<file path="src/rtl/dmem_arbiter.sv">
// -----------------------------------------------------------------------------
// dmem_arbiter
//
// Purpose:
//   Two-requester arbiter and access sequencer for the 64-bit data memory.
//   The CPU port is the pipeline MEM stage and the EXT port is the debug /
//   program loader. Both share one synchronous single-port memory, one access
//   at a time. Each access walks IDLE -> ISSUE (-> WAIT -> RESP for reads),
//   and read data is returned only to the port that owns the access.
//
// Configuration macro:
//   EXT_PRIORITY_EN  defined   : on a tie EXT always wins (loader priority);
//                                the CPU can starve while ext_req_i is held.
//                    undefined : round-robin tie-break against the last
//                                served port (CPU wins the first tie).
//
// Parameters:
//   ADDR_W   memory word-address width
//   DATA_W   data width
//   MEM_LAT  read latency in cycles after the mem_en_o cycle (>= 1)
//
// Ports:
//   clk_i                 clock, all state on posedge
//   rst_i                 asynchronous active-high reset
//   cpu_req_i/_we_i       CPU request / write select (hold until cpu_gnt_o)
//   cpu_addr_i/_wdata_i   CPU word address / write data
//   cpu_gnt_o             one-cycle pulse, access issued this cycle
//   cpu_rvalid_o          one-cycle pulse, cpu_rdata_o valid
//   cpu_rdata_o           read data, held until the next CPU read completes
//   ext_*                 same set for the EXT port
//   mem_en_o/_we_o        memory strobe / write enable (we low when en low)
//   mem_addr_o/_wdata_o   memory address / write data
//   mem_rdata_i           memory read data
//   busy_o                high whenever the sequencer is not idle
// -----------------------------------------------------------------------------
module dmem_arbiter #(
    parameter int ADDR_W  = 10,
    parameter int DATA_W  = 64,
    parameter int MEM_LAT = 2
) (
    input  logic              clk_i,
    input  logic              rst_i,

    input  logic              cpu_req_i,
    input  logic              cpu_we_i,
    input  logic [ADDR_W-1:0] cpu_addr_i,
    input  logic [DATA_W-1:0] cpu_wdata_i,
    output logic              cpu_gnt_o,
    output logic              cpu_rvalid_o,
    output logic [DATA_W-1:0] cpu_rdata_o,

    input  logic              ext_req_i,
    input  logic              ext_we_i,
    input  logic [ADDR_W-1:0] ext_addr_i,
    input  logic [DATA_W-1:0] ext_wdata_i,
    output logic              ext_gnt_o,
    output logic              ext_rvalid_o,
    output logic [DATA_W-1:0] ext_rdata_o,

    output logic              mem_en_o,
    output logic              mem_we_o,
    output logic [ADDR_W-1:0] mem_addr_o,
    output logic [DATA_W-1:0] mem_wdata_o,
    input  logic [DATA_W-1:0] mem_rdata_i,

    output logic              busy_o
);

    localparam int CNT_W = $clog2(MEM_LAT) + 1;
    localparam logic [CNT_W-1:0] WAIT_LOAD = CNT_W'(MEM_LAT - 1);

    typedef enum logic [1:0] {
        ST_IDLE  = 2'd0,
        ST_ISSUE = 2'd1,
        ST_WAIT  = 2'd2,
        ST_RESP  = 2'd3
    } state_t;

    typedef enum logic {
        PORT_CPU = 1'b0,
        PORT_EXT = 1'b1
    } port_t;

    state_t            state_q;
    port_t             owner_q;
    port_t             last_q;
    logic [CNT_W-1:0]  cnt_q;

    logic              cpu_gnt_q;
    logic              ext_gnt_q;
    logic              cpu_rvalid_q;
    logic              ext_rvalid_q;
    logic [DATA_W-1:0] cpu_rdata_q;
    logic [DATA_W-1:0] ext_rdata_q;
    logic              mem_en_q;
    logic              mem_we_q;
    logic [ADDR_W-1:0] mem_addr_q;
    logic [DATA_W-1:0] mem_wdata_q;

    logic              any_req_d;
    port_t             win_d;

    // Winner selection is only consumed in IDLE; the FSM ignores it elsewhere.
    always_comb begin
        any_req_d = cpu_req_i | ext_req_i;
        win_d     = PORT_CPU;
        if (cpu_req_i && ext_req_i) begin
`ifdef EXT_PRIORITY_EN
            win_d = PORT_EXT;
`else
            win_d = (last_q == PORT_EXT) ? PORT_CPU : PORT_EXT;
`endif
        end else if (ext_req_i) begin
            win_d = PORT_EXT;
        end
    end

    always_ff @(posedge clk_i or posedge rst_i) begin
        if (rst_i) begin
            state_q      <= ST_IDLE;
            owner_q      <= PORT_CPU;
            last_q       <= PORT_EXT;
            cnt_q        <= '0;
            cpu_gnt_q    <= 1'b0;
            ext_gnt_q    <= 1'b0;
            cpu_rvalid_q <= 1'b0;
            ext_rvalid_q <= 1'b0;
            cpu_rdata_q  <= '0;
            ext_rdata_q  <= '0;
            mem_en_q     <= 1'b0;
            mem_we_q     <= 1'b0;
            mem_addr_q   <= '0;
            mem_wdata_q  <= '0;
        end else begin
            // Grant and rvalid are single-cycle pulses raised on entry to
            // ISSUE / RESP respectively.
            cpu_gnt_q    <= 1'b0;
            ext_gnt_q    <= 1'b0;
            cpu_rvalid_q <= 1'b0;
            ext_rvalid_q <= 1'b0;

            unique case (state_q)
                ST_IDLE: begin
                    if (any_req_d) begin
                        state_q  <= ST_ISSUE;
                        owner_q  <= win_d;
                        last_q   <= win_d;
                        mem_en_q <= 1'b1;
                        if (win_d == PORT_EXT) begin
                            ext_gnt_q   <= 1'b1;
                            mem_we_q    <= ext_we_i;
                            mem_addr_q  <= ext_addr_i;
                            mem_wdata_q <= ext_wdata_i;
                        end else begin
                            cpu_gnt_q   <= 1'b1;
                            mem_we_q    <= cpu_we_i;
                            mem_addr_q  <= cpu_addr_i;
                            mem_wdata_q <= cpu_wdata_i;
                        end
                    end
                end

                ST_ISSUE: begin
                    // Address/data stay parked; only the strobes drop.
                    mem_en_q <= 1'b0;
                    mem_we_q <= 1'b0;
                    if (mem_we_q) begin
                        state_q <= ST_IDLE;
                    end else begin
                        state_q <= ST_WAIT;
                        cnt_q   <= WAIT_LOAD;
                    end
                end

                ST_WAIT: begin
                    if (cnt_q == '0) begin
                        state_q <= ST_RESP;
                        if (owner_q == PORT_EXT) begin
                            ext_rdata_q  <= mem_rdata_i;
                            ext_rvalid_q <= 1'b1;
                        end else begin
                            cpu_rdata_q  <= mem_rdata_i;
                            cpu_rvalid_q <= 1'b1;
                        end
                    end else begin
                        cnt_q <= cnt_q - CNT_W'(1);
                    end
                end

                ST_RESP: begin
                    state_q <= ST_IDLE;
                end

                default: begin
                    state_q <= ST_IDLE;
                end
            endcase
        end
    end

    assign cpu_gnt_o    = cpu_gnt_q;
    assign ext_gnt_o    = ext_gnt_q;
    assign cpu_rvalid_o = cpu_rvalid_q;
    assign ext_rvalid_o = ext_rvalid_q;
    assign cpu_rdata_o  = cpu_rdata_q;
    assign ext_rdata_o  = ext_rdata_q;
    assign mem_en_o     = mem_en_q;
    assign mem_we_o     = mem_we_q;
    assign mem_addr_o   = mem_addr_q;
    assign mem_wdata_o  = mem_wdata_q;
    assign busy_o       = (state_q != ST_IDLE);

endmodule
</file>
<file path="config.mk">
export PLATFORM = sky130hd
export DESIGN_NAME = dmem_arbiter
export DESIGN_NICKNAME = d
export VERILOG_FILES = /design/src/rtl/dmem_arbiter.sv
export SDC_FILE = /design/constraint.sdc
export NUM_CORES = 1
export LEC_CHECK = 0
export CORE_AREA = 4 4 162 164
export CTS_CLUSTER_DIAMETER = 40
export CTS_CLUSTER_SIZE = 10
export DETAILED_ROUTE_END_ITERATION = 8
export DIE_AREA = 0 0 166 168
export GPL_ROUTABILITY_DRIVEN = 0
export PLACE_DENSITY_LB_ADDON = 0.15
export SLEW_MARGIN = 20
export SYNTH_ARGS = -nofsm -noshare
export SYNTH_HDL_FRONTEND = slang
export SYNTH_SLANG_ARGS = --single-unit
</file>
<file path="constraint.sdc">
create_clock -name clk_i -period 12.3 [get_ports clk_i]
set_clock_uncertainty 0.15 [all_clocks]
set_input_delay 2.46 -clock clk_i [delete_from_list [all_inputs] [get_ports clk_i]]
set_output_delay 2.46 -clock clk_i [all_outputs]
set_load 0.01 [all_outputs]
</file>
# Yosys cells after proc, flatten, opt, wreduce, memory -nomap -nowiden
# Index checks and enable logic that the tools add are counted.
[classes]
muxes = 29
n_reduce_logical = 12
addsub = 1
n_eq_ne = 7
n_bitwise = 2
[ops]
columns = ["op", "n"]
rows = [
  ["64-bit two-way mux", 1],
  ["1-bit two-way mux", 18],
  ["10-bit two-way mux", 1],
  ["2-bit two-way mux", 5],
  ["3-bit AND reduction", 3],
  ["2-bit != test, second input constant", 4],
  ["2-bit one-hot mux with 4 select lines", 1],
  ["2-bit AND reduction", 3],
  ["2-bit nonzero test", 3],
  ["2-bit == test, second input constant", 2],
  ["2-bit zero test", 2],
  ["1-bit one-hot mux with 2 select lines", 2],
  ["2-bit one-hot mux with 2 select lines", 1],
  ["2-bit by 1-bit == test with 1-bit output, second input constant", 1],
  ["2-bit by 1-bit subtractor with 2-bit output, second input constant", 1],
  ["1-bit logical AND", 1],
  ["1-bit NOT", 1],
  ["1-bit OR", 1],
]
[totals]
reg_bits = 214
wordCells = 65
in_bits = 218
out_inout_bits = 209

# Logic depth before layout (Yosys ltp)
[logic_depth]
word_depth = 5
mapped_depth = 7
ltp_nobuf = 5

# Worst setup path before layout
# Ideal clock, no wire load.
[synth_path]
path_kind = "in2reg"
start = "input ext_req_i"
end = "register mem_wdata_q[10] (netlist: mem_wdata_o[10])"
required_time_ns = 12.025
path_buffers = 2
arrival_ns = 3.453
path_slack_ns = 8.572
setup_time_ns = 0.125
stages = 5
cell_sequence = "a21bo_1 -> buf_6 -> buf_6 -> mux2_4 -> mux2_2"
[synth_via]
elab_chain_cells = 3
elab_cells_between_ends = 6
classes_between = "3 x mux; 1 x bitwise; 2 x reduce/logical"
[synth_lines]
columns = ["item", "line_no", "text"]
rows = [
  ["start, declared", "52", "input logic ext_req_i,"],
  ["1-bit two-way mux or 1-bit logical AND (tied branches)", "113, 107", ""],
  ["1-bit two-way mux", "107", "if (cpu_req_i && ext_req_i) begin"],
  ["64-bit two-way mux", "149", "if (win_d == PORT_EXT) begin"],
  ["end signal, assigned", "153", "mem_wdata_q <= ext_wdata_i;"],
  ["end signal, assigned", "158", "mem_wdata_q <= cpu_wdata_i;"],
  ["end, declared", "98", "logic [DATA_W-1:0] mem_wdata_q;"],
]
# Parallel ways exist; a longest one is shown, timed or not.
# A chain may end at the register's enable or synchronous reset.

# Worst setup path in the final report
[layout_path]
start = "register state_q[0]"
end = "output busy_o"
[layout_via]
elab_chain_cells = 1
[layout_lines]
columns = ["item", "line_no", "text"]
rows = [
  ["start, declared", "84", "state_t state_q;"],
  ["start signal, assigned", "120", "state_q <= ST_IDLE;"],
  ["start signal, assigned", "145", "state_q <= ST_ISSUE;"],
  ["start signal, assigned", "168", "state_q <= ST_IDLE;"],
  ["2-bit nonzero test", "211", "assign busy_o = (state_q != ST_IDLE);"],
  ["end, declared", "66", "output logic busy_o"],
]
# No other way between the ends.

==> flow_summary.toml <==
[run_status]
status = "complete, no violations"

[yosys]
synth_flop_cell = "dfrtp_1"
synthCells = 561
yosys_warnings = 0
synth_commonest_cells = "dfrtp_1 (213), mux2_2 (178), mux2_4 (48), a221o_1 (25), and3_1 (25)"
ys_top_cells_by_area = "dfrtp_1 (59%), mux2_2 (22%), mux2_4 (8.0%), a221o_1 (2.8%), and3_1 (1.7%)"
synthArstFlopShare = 1.000
synth_top_cell_by_area = "dfrtp_1"
avgSynthCellArea_sq_um = 16.00
seq_area_frac_synth = 0.5967
synth_cell_types = 29
synth.most_common_cell = "dfrtp_1"
synth_seq_cells = 214
synth_nets = 780
synth_area_sq_mm = 0.008976
synth-edff-count = 0
post-synth-top-area-fraction = 0.5938

[worst_hold_path]
hold_class = "flip-flop to flip-flop"
hold_depth = 2

[clock_network]
hold_buffers = 0
cts.sinks = 214
cts_max_path_buffers = 3
cts_resized = 0
htree_num_levels = 2
cts_root_buf = "clkbuf_16"
clkSlewWorstSetupHoldPaths_ns = 0.05
cts_tree = "yes"
clk_latency_ns = 0.48
cts_buffers = 36
cts_setup_buffers = 0

[setup_path]
cp.depth = 3
criticalPathCategory = "flip-flop to output port"
worstSetupEndpointType = "output port"
crit_chain = "nor2_4 > inv_1 > clkdlybuf4s50_1"
reg2reg_depth = 4
crit_slowest_cell = "clkdlybuf4s50_1"
required_ns = 9.69
crit_buf_inv = 2
max_stage_delay_ns = 0.58
arrival_ns = 2.26
start_kind = "flip-flop"
cp_max_fo = 27
critPathTopFamily = "buffers and inverters"

[finish]
drive_above_1_share = 0.2905
layout.cells.non_filler = 1349
synthToLayoutAreaGrowth_pct = 63.52
fin_nets = 1214
diodes = 0
final_cell_area_sq_mm = 0.01468
num-fill-cells = 2039

[routing]
ant_nets = 0
vias = 6319
dr.pass1.iters = 4
wl_per_cell_um = 19.02
dr.first_iter.drc_count = 198
viasPerCell = 4.684
drcViolationCount = 0
routed_wl_um = 25660

[sta]
report.final.setup_viol = 0
max_freq_mhz = 205.5
rsz0062_at_grt = "no"
maxSlewHeadroom = 0.3174
worst_slew_pin_slew_ns = 1.024
fin_crit_sh = 0.3955
hold_viol = 0
hold_slack_ns = 0.3204
tns_ns = 0
drv_slew = 0
layout_min_cycle_time_ns = 4.865

[floorplanning]
die_h_um = 168
dieArea_sq_mm = 0.02789
ioPinCount = 427
die_x_um = 166
num_rows = 58
initial_core_util = 0.3606
coreArea_sq_mm = 0.02489

[global_routing]
grt_max_degree = 139
grt_busiest_layer = "met2"
grt_pass1_vias = 6627
grtUsageMet1 = 0.1962
use_met2 = 0.3093
overflow = 0
grt_antenna_before_repair = 0
grt_pass1_wl_um = 38900
met3_usage = 0.07443
grt_use_total = 0.1757

[placed_design]
dp.cells = 1286
place_hpwl_um = 18560
placed_area_sq_mm = 0.01347
port_buffers = 426

[pwr]
powerDensity_mw_per_mm2 = 262.4
leakage_nw = 6.328
ir_worst_vdd_v = 0.0001892

[flow_run]
drv_cap = 0
## cell families after synthesis
family                     count (synthesis)  share of synthesized area
DFF                                      214                     0.5967
buffers and inverters                     39                    0.02983
adders and majority gates                  1                   0.001394
and+or+nand+nor                           43                    0.02899
AOI/OAI and AO/OA                         36                    0.03722
muxes                                    228                     0.3058
## worst register-to-register path, stage by stage, from the launching register on
cell and delay, ns:
dfrtp_1 0.47, nor2_4 0.50, inv_1 0.23, nor3_4 0.83, a221o_1 0.29
## flip-flops by register name, summed over array words and instances, names as in the netlist, named ones only
signal and flops:
last_q 1, ext_rvalid_o 1, mem_en_o 1, ext_rdata_o 64, owner_q 1, cpu_gnt_o 1, mem_we_o 1, mem_addr_o 10
cpu_rdata_o 64, cnt_q 2, mem_wdata_o 64, cpu_rvalid_o 1, ext_gnt_o 1, state_q 1
## where the power goes
| group | switching, mW | internal [mW] |
|---|---|---|
| sequential | 0.187 | 1.06 |
| clock | 0.326 | 0.644 |
| combinational | 0.621 | 1.01 |
## routing by layer
metal / vias up / wire length (um)
li1: 2910 / -
met1: 3069 / 9468
met2: 298 / 12970
met3: 42 / 2643
met4: 0 / 580
met5: - / 0
## metrics by stage
stage	util	setup WS [ns]	total power, mW
floorplan	-	3.841	1.977
global placement	0.5411	7.324	2.901
detailed placement	0.5411	7.345	2.921
CTS	0.5889	7.397	3.915
global route	0.5897	7.288	4.056
finish	0.5897	7.435	3.852
## path summary, 6_finish.rpt
path,startpoint,to,slack (ns)
max,state_q[0],busy_o,7.43
min,mem_en_o,mem_en_o,0.32
max reg2reg,state_q[0],mem_wdata_o[50],9.77
min reg2reg,mem_en_o,mem_en_o,0.32
max in group asynchronous,rst_i,cpu_rdata_o[28],7.96
min in group asynchronous,rst_i,cpu_rdata_o[59],2.45
## layout by cell type, fill, tap and decap left out, types with 2 or more instances in the layout
cell type,Yosys,routed
clkdlybuf4s50_1,0,426
buf_4,7,3
clkinv_2,0,4
nor2b_1,2,2
inv_6,0,2
nor2_4,1,2
mux2i_1,2,2
a221o_1,25,25
dfrtp_1,213,213
bufinv_16,0,2
nand2_1,4,4
clkbuf_16,0,37
clkinvlp_4,0,2
mux2_2,178,178
a21o_1,3,3
clkbuf_8,0,9
mux2_4,48,48
nor2_1,6,5
and3_1,25,25
inv_1,5,4
clkbuf_1,6,5
o21ai_0,3,3
## area by class of cell
type	count	area [sq um]	area share
clock inverter	11	121.4	0.008269
multi-input combinational	308	3386	0.2307
sequential	214	5356	0.3649
inverter	5	26.28	0.001790
timing repair buffer	430	4307	0.2934
clock buffer	51	1069	0.07280
tap	330	412.9	0.02813
Power figures use the tool's default switching activity.
